### config.mk
export PLATFORM = sky130hd
export DESIGN_NAME = rom_arbiter_flat
export DESIGN_NICKNAME = d
export VERILOG_FILES = /design/src/rtl/rom_arbiter_if.sv /design/src/rtl/rom_arbiter.sv /design/src/flat_wrapper.sv
export SDC_FILE = /design/constraint.sdc
export NUM_CORES = 1
export LEC_CHECK = 0
export BUFFER_PORTS_ARGS = -buffer_cell sky130_fd_sc_hd__buf_2
export CAP_MARGIN = 10
export CORE_ASPECT_RATIO = 0.6
export CORE_MARGIN = 2
export CORE_UTILIZATION = 31
export CTS_CLUSTER_SIZE = 40
export DETAILED_ROUTE_END_ITERATION = 8
export PLACE_DENSITY_LB_ADDON = 0.25
export REMOVE_ABC_BUFFERS = 1
export SLEW_MARGIN = 10
export SYNTH_ARGS = -nofsm -noshare
export SYNTH_HDL_FRONTEND = slang
export SYNTH_SLANG_ARGS = --single-unit
### constraint.sdc
create_clock -name clk -period 0.8 [get_ports clk]
set_clock_uncertainty 0.05 [all_clocks]
set_input_delay 0.08 -clock clk [delete_from_list [all_inputs] [get_ports clk]]
set_output_delay 0.08 -clock clk [all_outputs]
set_load 0.02 [all_outputs]
### src/rtl/rom_arbiter_if.sv
// rom_arbiter_if: IF/LS request-response buses plus the ROM address/data port.
// master = core pipeline and ROM side, slave = rom_arbiter.
interface rom_arbiter_if #(
   parameter int ADDR_W = 8,
   parameter int DATA_W = 32
);
   logic              if_req;
   logic [ADDR_W-1:0] if_addr;
   logic              if_flush;
   logic              if_gnt;
   logic              if_rvalid;
   logic [DATA_W-1:0] if_rdata;
   logic              ls_req;
   logic [ADDR_W-1:0] ls_addr;
   logic              ls_gnt;
   logic              ls_rvalid;
   logic [DATA_W-1:0] ls_rdata;
   logic [ADDR_W-1:0] rom_addr;
   logic [DATA_W-1:0] rom_rdata;
   modport master (
      output if_req, if_addr, if_flush, ls_req, ls_addr, rom_rdata,
      input  if_gnt, if_rvalid, if_rdata, ls_gnt, ls_rvalid, ls_rdata, rom_addr
   );
   modport slave (
      input  if_req, if_addr, if_flush, ls_req, ls_addr, rom_rdata,
      output if_gnt, if_rvalid, if_rdata, ls_gnt, ls_rvalid, ls_rdata, rom_addr
   );
endinterface

### src/rtl/rom_arbiter.sv
// rom_arbiter: shares a 1-cycle-latency ROM between IF and LS, routing each response to its owner.
// ROM_ARB_RR_EN defined selects round-robin on contention; otherwise LS has fixed priority.
module rom_arbiter #(
   parameter int ADDR_W = 8,
   parameter int DATA_W = 32
) (
   input logic          clk,
   input logic          rst_n,
   rom_arbiter_if.slave bus
);
   logic              rsp_vld_q, rsp_vld_d;
   logic              rsp_own_q, rsp_own_d;
   logic              flushed_q, flushed_d;
   logic [ADDR_W-1:0] last_addr_q, last_addr_d;
   logic [DATA_W-1:0] rdata;
   logic              ls_win;
`ifdef ROM_ARB_RR_EN
   logic              ptr_q, ptr_d;
`endif
   assign rdata = bus.rom_rdata;
   always_comb begin
`ifdef ROM_ARB_RR_EN
      ls_win = bus.ls_req && (!bus.if_req || ptr_q);
      // pointer moves to the loser only when both contend
      ptr_d  = (bus.if_req && bus.ls_req) ? !ls_win : ptr_q;
`else
      ls_win = bus.ls_req;
`endif
      bus.ls_gnt    = rst_n && ls_win;
      bus.if_gnt    = rst_n && bus.if_req && !ls_win;
      bus.rom_addr  = bus.ls_gnt ? bus.ls_addr : bus.if_gnt ? bus.if_addr : last_addr_q;
      last_addr_d   = bus.rom_addr;
      rsp_vld_d     = bus.if_gnt || bus.ls_gnt;
      rsp_own_d     = bus.ls_gnt;
      flushed_d     = bus.if_gnt && bus.if_flush;
      bus.if_rvalid = rst_n && rsp_vld_q && !rsp_own_q && !flushed_q && !bus.if_flush;
      bus.ls_rvalid = rst_n && rsp_vld_q && rsp_own_q;
      bus.if_rdata  = rdata;
      bus.ls_rdata  = rdata;
   end
   always_ff @(posedge clk) begin
      if (!rst_n) begin
         rsp_vld_q   <= 1'b0;
         rsp_own_q   <= 1'b0;
         flushed_q   <= 1'b0;
         last_addr_q <= '0;
`ifdef ROM_ARB_RR_EN
         ptr_q       <= 1'b0;
`endif
      end else begin
         rsp_vld_q   <= rsp_vld_d;
         rsp_own_q   <= rsp_own_d;
         flushed_q   <= flushed_d;
         last_addr_q <= last_addr_d;
`ifdef ROM_ARB_RR_EN
         ptr_q       <= ptr_d;
`endif
      end
   end
endmodule
### src/flat_wrapper.sv
// flat-port wrapper written by rule: the top's interface ports become plain ports
module rom_arbiter_flat 
#(
   parameter int ADDR_W = 8,
   parameter int DATA_W = 32
)
  (clk, rst_n, bus_if_req, bus_if_addr, bus_if_flush, bus_ls_req, bus_ls_addr, bus_rom_rdata, bus_if_gnt, bus_if_rvalid, bus_if_rdata, bus_ls_gnt, bus_ls_rvalid, bus_ls_rdata, bus_rom_addr);
  rom_arbiter_if #(.ADDR_W(ADDR_W), .DATA_W(DATA_W)) bus_i ();
  input logic clk;
  input logic rst_n;
  input wire logic [$bits(bus_i.if_req)-1:0] bus_if_req;
  input wire logic [$bits(bus_i.if_addr)-1:0] bus_if_addr;
  input wire logic [$bits(bus_i.if_flush)-1:0] bus_if_flush;
  input wire logic [$bits(bus_i.ls_req)-1:0] bus_ls_req;
  input wire logic [$bits(bus_i.ls_addr)-1:0] bus_ls_addr;
  input wire logic [$bits(bus_i.rom_rdata)-1:0] bus_rom_rdata;
  output wire logic [$bits(bus_i.if_gnt)-1:0] bus_if_gnt;
  output wire logic [$bits(bus_i.if_rvalid)-1:0] bus_if_rvalid;
  output wire logic [$bits(bus_i.if_rdata)-1:0] bus_if_rdata;
  output wire logic [$bits(bus_i.ls_gnt)-1:0] bus_ls_gnt;
  output wire logic [$bits(bus_i.ls_rvalid)-1:0] bus_ls_rvalid;
  output wire logic [$bits(bus_i.ls_rdata)-1:0] bus_ls_rdata;
  output wire logic [$bits(bus_i.rom_addr)-1:0] bus_rom_addr;
  assign bus_i.if_req = bus_if_req;
  assign bus_i.if_addr = bus_if_addr;
  assign bus_i.if_flush = bus_if_flush;
  assign bus_i.ls_req = bus_ls_req;
  assign bus_i.ls_addr = bus_ls_addr;
  assign bus_i.rom_rdata = bus_rom_rdata;
  assign bus_if_gnt = bus_i.if_gnt;
  assign bus_if_rvalid = bus_i.if_rvalid;
  assign bus_if_rdata = bus_i.if_rdata;
  assign bus_ls_gnt = bus_i.ls_gnt;
  assign bus_ls_rvalid = bus_i.ls_rvalid;
  assign bus_ls_rdata = bus_i.ls_rdata;
  assign bus_rom_addr = bus_i.rom_addr;
  rom_arbiter #(.ADDR_W(ADDR_W), .DATA_W(DATA_W)) u_core (.clk(clk), .rst_n(rst_n), .bus(bus_i));
endmodule
# ---- Word-level counts from Yosys, hierarchy flattened
# Index checks and enable logic that the tools add are counted.
dict set report op_classes {
  mux 2
  n_reduce_logical 14
}
# operator n
set ops {}
lappend ops {{$mux W8} 2}
lappend ops {{$logic_and A1 B1 Y1} 9}
lappend ops {{$logic_not A1 Y1} 4}
lappend ops {{$logic_or A1 B1 Y1} 1}
dict set report totals {
  regBits 11
  in_bits 53
  output_inout_bits 76
  word_cells 20
}

# ---- Logic depth before layout (Yosys ltp)
# Gate-level depths: netlist of run 1.
dict set report depth {
  ltp_word 4
  depth_mapped 4
  mapped_depth_nobuf 3
}

# ---- Worst setup path after synthesis of run 1
# Ideal clock, no wire load.
dict set report synth_path {
  path_type {register -> output}
  from {register u_core.rsp_own_q}
  to {output port bus_if_rvalid}
  arrival_ps 805
  slack_ps -135
  path_stages_with_launch 2
  path_buffers 0
  cell_sequence {dfxtp_1 nor4_2}
}
dict set report synth_between {
  elab_chain_len 4
}
# element line_no
set synth_lines {}
lappend synth_lines {{start, declared} rom_arbiter.sv:12} ;# logic rsp_own_q, rsp_own_d;
lappend synth_lines {{start signal, assigned} rom_arbiter.sv:52} ;# rsp_own_q <= rsp_own_d;
lappend synth_lines {{$logic_not A1 Y1} rom_arbiter.sv:36} ;# bus.if_rvalid = rst_n && rsp_vld_q && !rsp_own_q && !flushed_q && !bus.if_flush;
lappend synth_lines {{$logic_and A1 B1 Y1 (3 in a row)} rom_arbiter.sv:36}
lappend synth_lines {{end, declared} flat_wrapper.sv:18} ;# output wire logic [$bits(bus_i.if_rvalid)-1:0] bus_if_rvalid;
# No other way between the ends.

# ---- Worst setup path after layout of run 1
dict set report layout_path {
  from {register u_core.last_addr_q[0]}
  to {output port bus_rom_addr[0]}
}
dict set report layout_between {
  elab_chain_len 2
}
# element line_no
set layout_lines {}
lappend layout_lines {{start, declared} rom_arbiter.sv:14} ;# logic [ADDR_W-1:0] last_addr_q, last_addr_d;
lappend layout_lines {{start signal, assigned} rom_arbiter.sv:54} ;# last_addr_q <= last_addr_d;
lappend layout_lines {{$mux W8 (2 in a row)} rom_arbiter.sv:31} ;# bus.rom_addr = bus.ls_gnt ? bus.ls_addr : bus.if_gnt ? bus.if_addr : last_addr_q;
lappend layout_lines {{end, declared} flat_wrapper.sv:23} ;# output wire logic [$bits(bus_i.rom_addr)-1:0] bus_rom_addr;
# No other way between the ends.

==> metrics, run 1 <==
status complete, but fails checks; violated checks negative setup slack; Area contributors post-synth buf_4, dfxtp_1, o22ai_1; WP data arrival 0.98 ns; final instance area 1120 µm²; Routed WL 4630 µm; hold buffers post-CTS 0; global route hottest layer met3; Yosys reg bits 11; yosys warns 0; Reg2Reg Depth 2; synthesized area per cell 8.11 µm²; die area 4180 µm²; Comb power frac 0.319; met3 GRT Util 0.316; NetSw 521 µW; CTS H-tree lvls 1; critical path type flop to output port; Die Span Y 50.9 µm; Hold Crit Class input port to flop; period utilisation layout 1.39; pwr/cell area 1550 nW/µm²; Int Power 1220 µW; final worst slack -0.311 ns; Worst R2R Setup Slack 0.09 ns; Initial Util 0.335; synth-to-layout area growth -0.992%; dominant cell type by area after synthesis buf_4; Cell Area, Synth 1130 µm²; port bufs 32; Hold Violations, Final 0; All-Layer GR Usage 0.219; DP HPWL 3630 µm; Max Buffers Root-to-Sink 2; routed length per instance 28.6 µm; pin count of the biggest net entering global routing 25; WP depth 3; CTS tree yes; Worst-path clk slew 0.05 ns; first-pass GRT wire length 6150 µm; Critical Path RT 0.67 ns; proportion of layout cells with a drive suffix above 1 0.632; critical-path cell list o22ai_4 -> a21oi_2 -> buf_4; CP startpoint kind flop; worst-path maximum fanout 3; initial antenna violation count 0; Seq/Total Area, Yosys 0.194; Synth Instances 140; total power 1740 µW; Sink Count 11; vias in the first global route 842; Antenna Violating Nets Remaining 0; GR Layer Usage met1 0.216; RSZ-0062 raised after global routing yes; Placer Congestion 0.820; final setup fails 10; sequential fraction of design power 0.362; CTS buffer count 3; CP max-delay cell dfxtp_4; crit path to bus_rom_addr[0]; Max stage delay on crit path 0.35 ns; Root Buffer clkbuf_8; pre-CTS worst setup slack -0.266 ns; die width 82.1 µm; switching share of total power 0.299; Max-slew headroom 0.874; critical path startpoint u_core.last_addr_q[0]$_SDFF_PN0_; # DRC 0; clock network power share 0.319; met2 Use GR 0.251; Site Rows 16; Clock Latency Late Sink 0.23 ns; FILL cells 347; minimum clock period 1.11 ns; f_max 900 MHz; Peak VDD IR 0.896 mV; Synth top area share 0.430; Critical Path Sink Type output port; Largest delay share family, worst path flip-flops; Unique masters post-synth 19; worst flop-to-flop path endpoint u_core.last_addr_q[3]$_SDFF_PN0_; Final #Nets 171; DRT Pass-1 Iters 6; Via Count 928; I/O Pins 129; post-place instance area 931 µm²; Worst Tran Pin Value 0.188 ns; worst path bufs/invs 1; Leak 0.000499 µW; setup bufs post-CTS 0; Via-to-Cell Ratio 5.73; # diodes 0; final count of pins violating max slew 0; GRT Residual Overflow 0; worst r2r src u_core.last_addr_q[3]$_SDFF_PN0_; Core Area 3380 µm²; Max Cap Viol 0; drt initial violations 111
-- layout make-up --
cell class	instances	area (µm²)	share of cell area
inverter	3	11.3	0.0100
multi-input combinational	56	455	0.405
tap	45	56.3	0.0501
timing repair buffer	43	320	0.285
clock buffer	4	45.0	0.0401
sequential	11	235	0.209
-- layout by cell type, fill, tap and decap left out, drive strengths merged --
| cell | n |
|---|---|
| buf | 43 |
| a21oi | 16 |
| o22ai | 16 |
| dfxtp | 11 |
| mux2i | 8 |
| o21ai | 8 |
| clkbuf | 4 |
| inv | 3 |
| nand2 | 3 |
| nor4 | 1 |
| and3 | 1 |
| nor2 | 1 |
| and2 | 1 |
| o21a | 1 |
-- power by group through the flow --
stage	registers [µW]	clock network [µW]	logic [µW]
after floorplan	618	0	225
after global placement	622	0	446
after detailed placement	625	0	457
after CTS	623	588	510
after global routing	634	615	599
final	631	555	556
-- worst reg2reg max path, cell delays in order (launching register included) --
cell	delay (ns)
dfxtp_2	0.33
mux2i_1	0.13
a21oi_1	0.08
-- cell usage after synthesis --
library cell  number
a21oi_1           16
and2_1             1
and3_1             1
buf_12             1
buf_2              2
buf_4             65
buf_6              2
dfxtp_1           11
inv_1              2
inv_2              1
mux2i_1            8
nand2_1            1
nand2_4            2
nor2_1             1
nor4_2             1
o21a_1             1
o21ai_0            6
o21ai_1            2
o22ai_1           16
-- flip-flops by register name (all words and copies together) (netlist names) --
signal and flops:
u_core.last_addr_q 8, u_core.flushed_q 1, u_core.rsp_own_q 1, u_core.rsp_vld_q 1
-- stage by stage --
stage / hold slack (ns) / TNS [ns] / cells / utilization
3_5_place_dp: 0.110 / -2.92 / 158 / 0.275
4_1_cts: 0.0336 / -2.78 / 162 / 0.313
3_3_place_gp: 0.110 / -2.60 / 158 / 0.275
2_1_floorplan: 0.110 / -0.996 / 70 / -
5_1_grt: 0.0396 / -3.22 / 162 / 0.332
6_report: 0.0380 / -2.76 / 162 / 0.332
-- worst min path at each step --
stage / start / to / depth (start not counted)
after floorplan: bus_rom_rdata[0] / bus_if_rdata[0] / 0
after global placement: bus_rom_rdata[0] / bus_ls_rdata[0] / 0
after detailed placement: bus_rom_rdata[0] / bus_ls_rdata[0] / 0
after CTS: bus_if_flush / u_core.flushed_q$_SDFF_PN0_ / 2
after global routing: bus_if_flush / u_core.flushed_q$_SDFF_PN0_ / 2
final: bus_if_flush / u_core.flushed_q$_SDFF_PN0_ / 2
-- metal layers --
metal  wire length, µm  share of wire
met4                37         0.0080
met1              1530           0.33
met5                 0              0
met3              1350           0.29
met2              1710           0.37
-- what timing repair did --
action	in CTS	in global routing
setup endpoints to repair	12	12
resized for setup	28	14
pin swaps	17	1
-- cells by family (layout without fill, tap and decap cells) --
family / Yosys count / in the layout / share of synthesized area
mux: 8 / 8 / 0.0706
compound gates: 41 / 41 / 0.201
simple gates: 7 / 7 / 0.0485
buf+inv: 73 / 50 / 0.486
flops: 11 / 11 / 0.194
No activity file was read; power rests on OpenSTA's default activity.
==> inputs of run 2 (changes only) <==
- SETUP_SLACK_MARGIN: not set -> 0.02
==> run 2 against run 1 <==
  * The flow still finishes with violations (negative setup slack)
  * Critical endpoint unchanged
  * First-iteration DRC count down 33%
  * Combinational power up 0.7%
  * Die area unchanged
  * Register-to-register slack about the same
  * Largest power group unchanged
  * Critical path depth unchanged
  * Final area up 0.33%
==> metrics, run 2 (same netlist as run 1, synthesis figures left out) <==
status complete, but fails checks; violated checks negative setup slack; port bufs 32 (unchanged); Leak 0.000500 µW (+0.25%); commonest non-fill, non-tap cells in the layout buf_2, buf_4, a21oi_1; Site Rows 16 (unchanged); Worst Tran Pin Value 0.188 ns (unchanged); first-pass GRT wire length 6130 µm (-0.21%); setup bufs post-CTS 0 (unchanged); Max-slew headroom 0.874 (unchanged); worst-path maximum fanout 3 (unchanged); most flop-heavy register u_core.last_addr_q; pwr/cell area 1560 nW/µm² (+0.40%); drt initial violations 74 (-33%); Worst-path clk slew 0.05 ns (about the same); FILL cells 346 (-0.29%); max reg flops 8 (unchanged); vias in the first global route 836 (-0.71%); Critical Path Sink Type output port; Root Buffer clkbuf_8; die area 4180 µm² (unchanged); Hold Violations, Final 0 (unchanged); total power 1750 µW (+0.73%); f_max 896 MHz (-0.44%); CTS buffer count 3 (unchanged); final count of pins violating max slew 0 (unchanged); Max Cap Viol 0 (unchanged); pin count of the biggest net entering global routing 25 (unchanged); Fin Hold WS 0.0364 ns (-0.00162 ns); Sink Count 11 (unchanged); Via Count 958 (+3.2%); Antenna Violating Nets Remaining 0 (unchanged); Via-to-Cell Ratio 5.91 (+3.2%); CTS H-tree lvls 1 (unchanged); WP data arrival 0.99 ns (about the same); Initial Util 0.335 (unchanged); # DRC 0 (unchanged); Placer Congestion 0.820 (unchanged); routed length per instance 28.9 µm (+1.1%); commonest non-fill, non-tap cell in the layout buf_2; All-Layer GR Usage 0.218 (-0.000375); Clock Latency Late Sink 0.24 ns (about the same); die width 82.1 µm (unchanged); Final #Nets 171 (unchanged); Hold Crit Class input port to flop; Critical Path RT 0.67 ns (about the same); I/O Pins 129 (unchanged); initial antenna violation count 0 (unchanged); synth-to-layout area growth -0.662%; minimum clock period 1.12 ns (+0.00488 ns); DP HPWL 3630 µm (unchanged); GRT Residual Overflow 0 (unchanged); RSZ-0062 raised after global routing yes; # diodes 0 (unchanged); Max Buffers Root-to-Sink 2 (unchanged); Core Area 3380 µm² (unchanged); DRT Pass-1 Iters 4 (-2); pre-CTS worst setup slack -0.266 ns (unchanged); Routed WL 4680 µm (+1.1%); final worst slack -0.316 ns (-0.00488 ns); final core utilization 0.333 (+0.00111); period utilisation layout 1.39 (+0.00610); Peak VDD IR 0.853 mV (-4.8%); final setup fails 10 (unchanged); CP startpoint kind flop; critical path type flop to output port; proportion of layout cells with a drive suffix above 1 0.632 (unchanged); Die Span Y 50.9 µm (unchanged); CTS tree yes
==> run 2: area by class of cell <==
type	count	area, µm²	share of cell area
Multi-Input combinational cell	56	455	0.404
Inverter	3	11.3	0.00999
Sequential cell	11	235	0.209
Tap cell	45	56.3	0.0499
Timing Repair Buffer	43	324	0.287
Clock buffer	4	45.0	0.0400
==> run 2: metrics by stage <==
step | instance area [µm²] | cells | TNS (ns)
final | 1130 | 162 | -2.79
after detailed placement | 931 | 158 | -2.92
after CTS | 1060 | 162 | -2.78
after floorplan | 594 | 70 | -0.996
after global routing | 1130 | 162 | -3.22
after global placement | 931 | 158 | -2.60
==> run 2: repair_timing <==
item	in CTS	in global routing
endpoints found under the setup margin	12	10
hold buffers	0	0
resized for setup	29	14
pin swaps	17	1
==> run 2: path summary, 6_finish.rpt <==
path | depth (start not counted) | to | slack [ns] | startpoint
worst min register to register | 2 | u_core.last_addr_q[2]$_SDFF_PN0_ | 0.49 | u_core.last_addr_q[2]$_SDFF_PN0_
worst max register to register | 2 | u_core.last_addr_q[4]$_SDFF_PN0_ | 0.09 | u_core.last_addr_q[4]$_SDFF_PN0_
worst min-delay path | 2 | u_core.flushed_q$_SDFF_PN0_ | 0.04 | bus_if_flush
worst max-delay path | 3 | bus_rom_addr[0] | -0.32 | u_core.last_addr_q[0]$_SDFF_PN0_
==> run 2: routing by layer <==
metal,global-route usage,part of all wire
met4,0.0361,0.0051
met1,0.216,0.32
met2,0.249,0.38
met5,0.0714,0
met3,0.316,0.29
==> run 2: power breakdown <==
group / internal, µW / switching (µW) / leakage (µW)
clock network: 350 / 214 / 0.0000228
logic: 279 / 281 / 0.000383
registers: 594 / 36.9 / 0.0000944
total: 1220 / 531 / 0.000500
==> run 2: worst max-delay path: stages, from the launching register on <==
cell and delay, ns:
dfxtp_4 0.35, o22ai_4 0.15, a21oi_2 0.08, buf_4 0.16
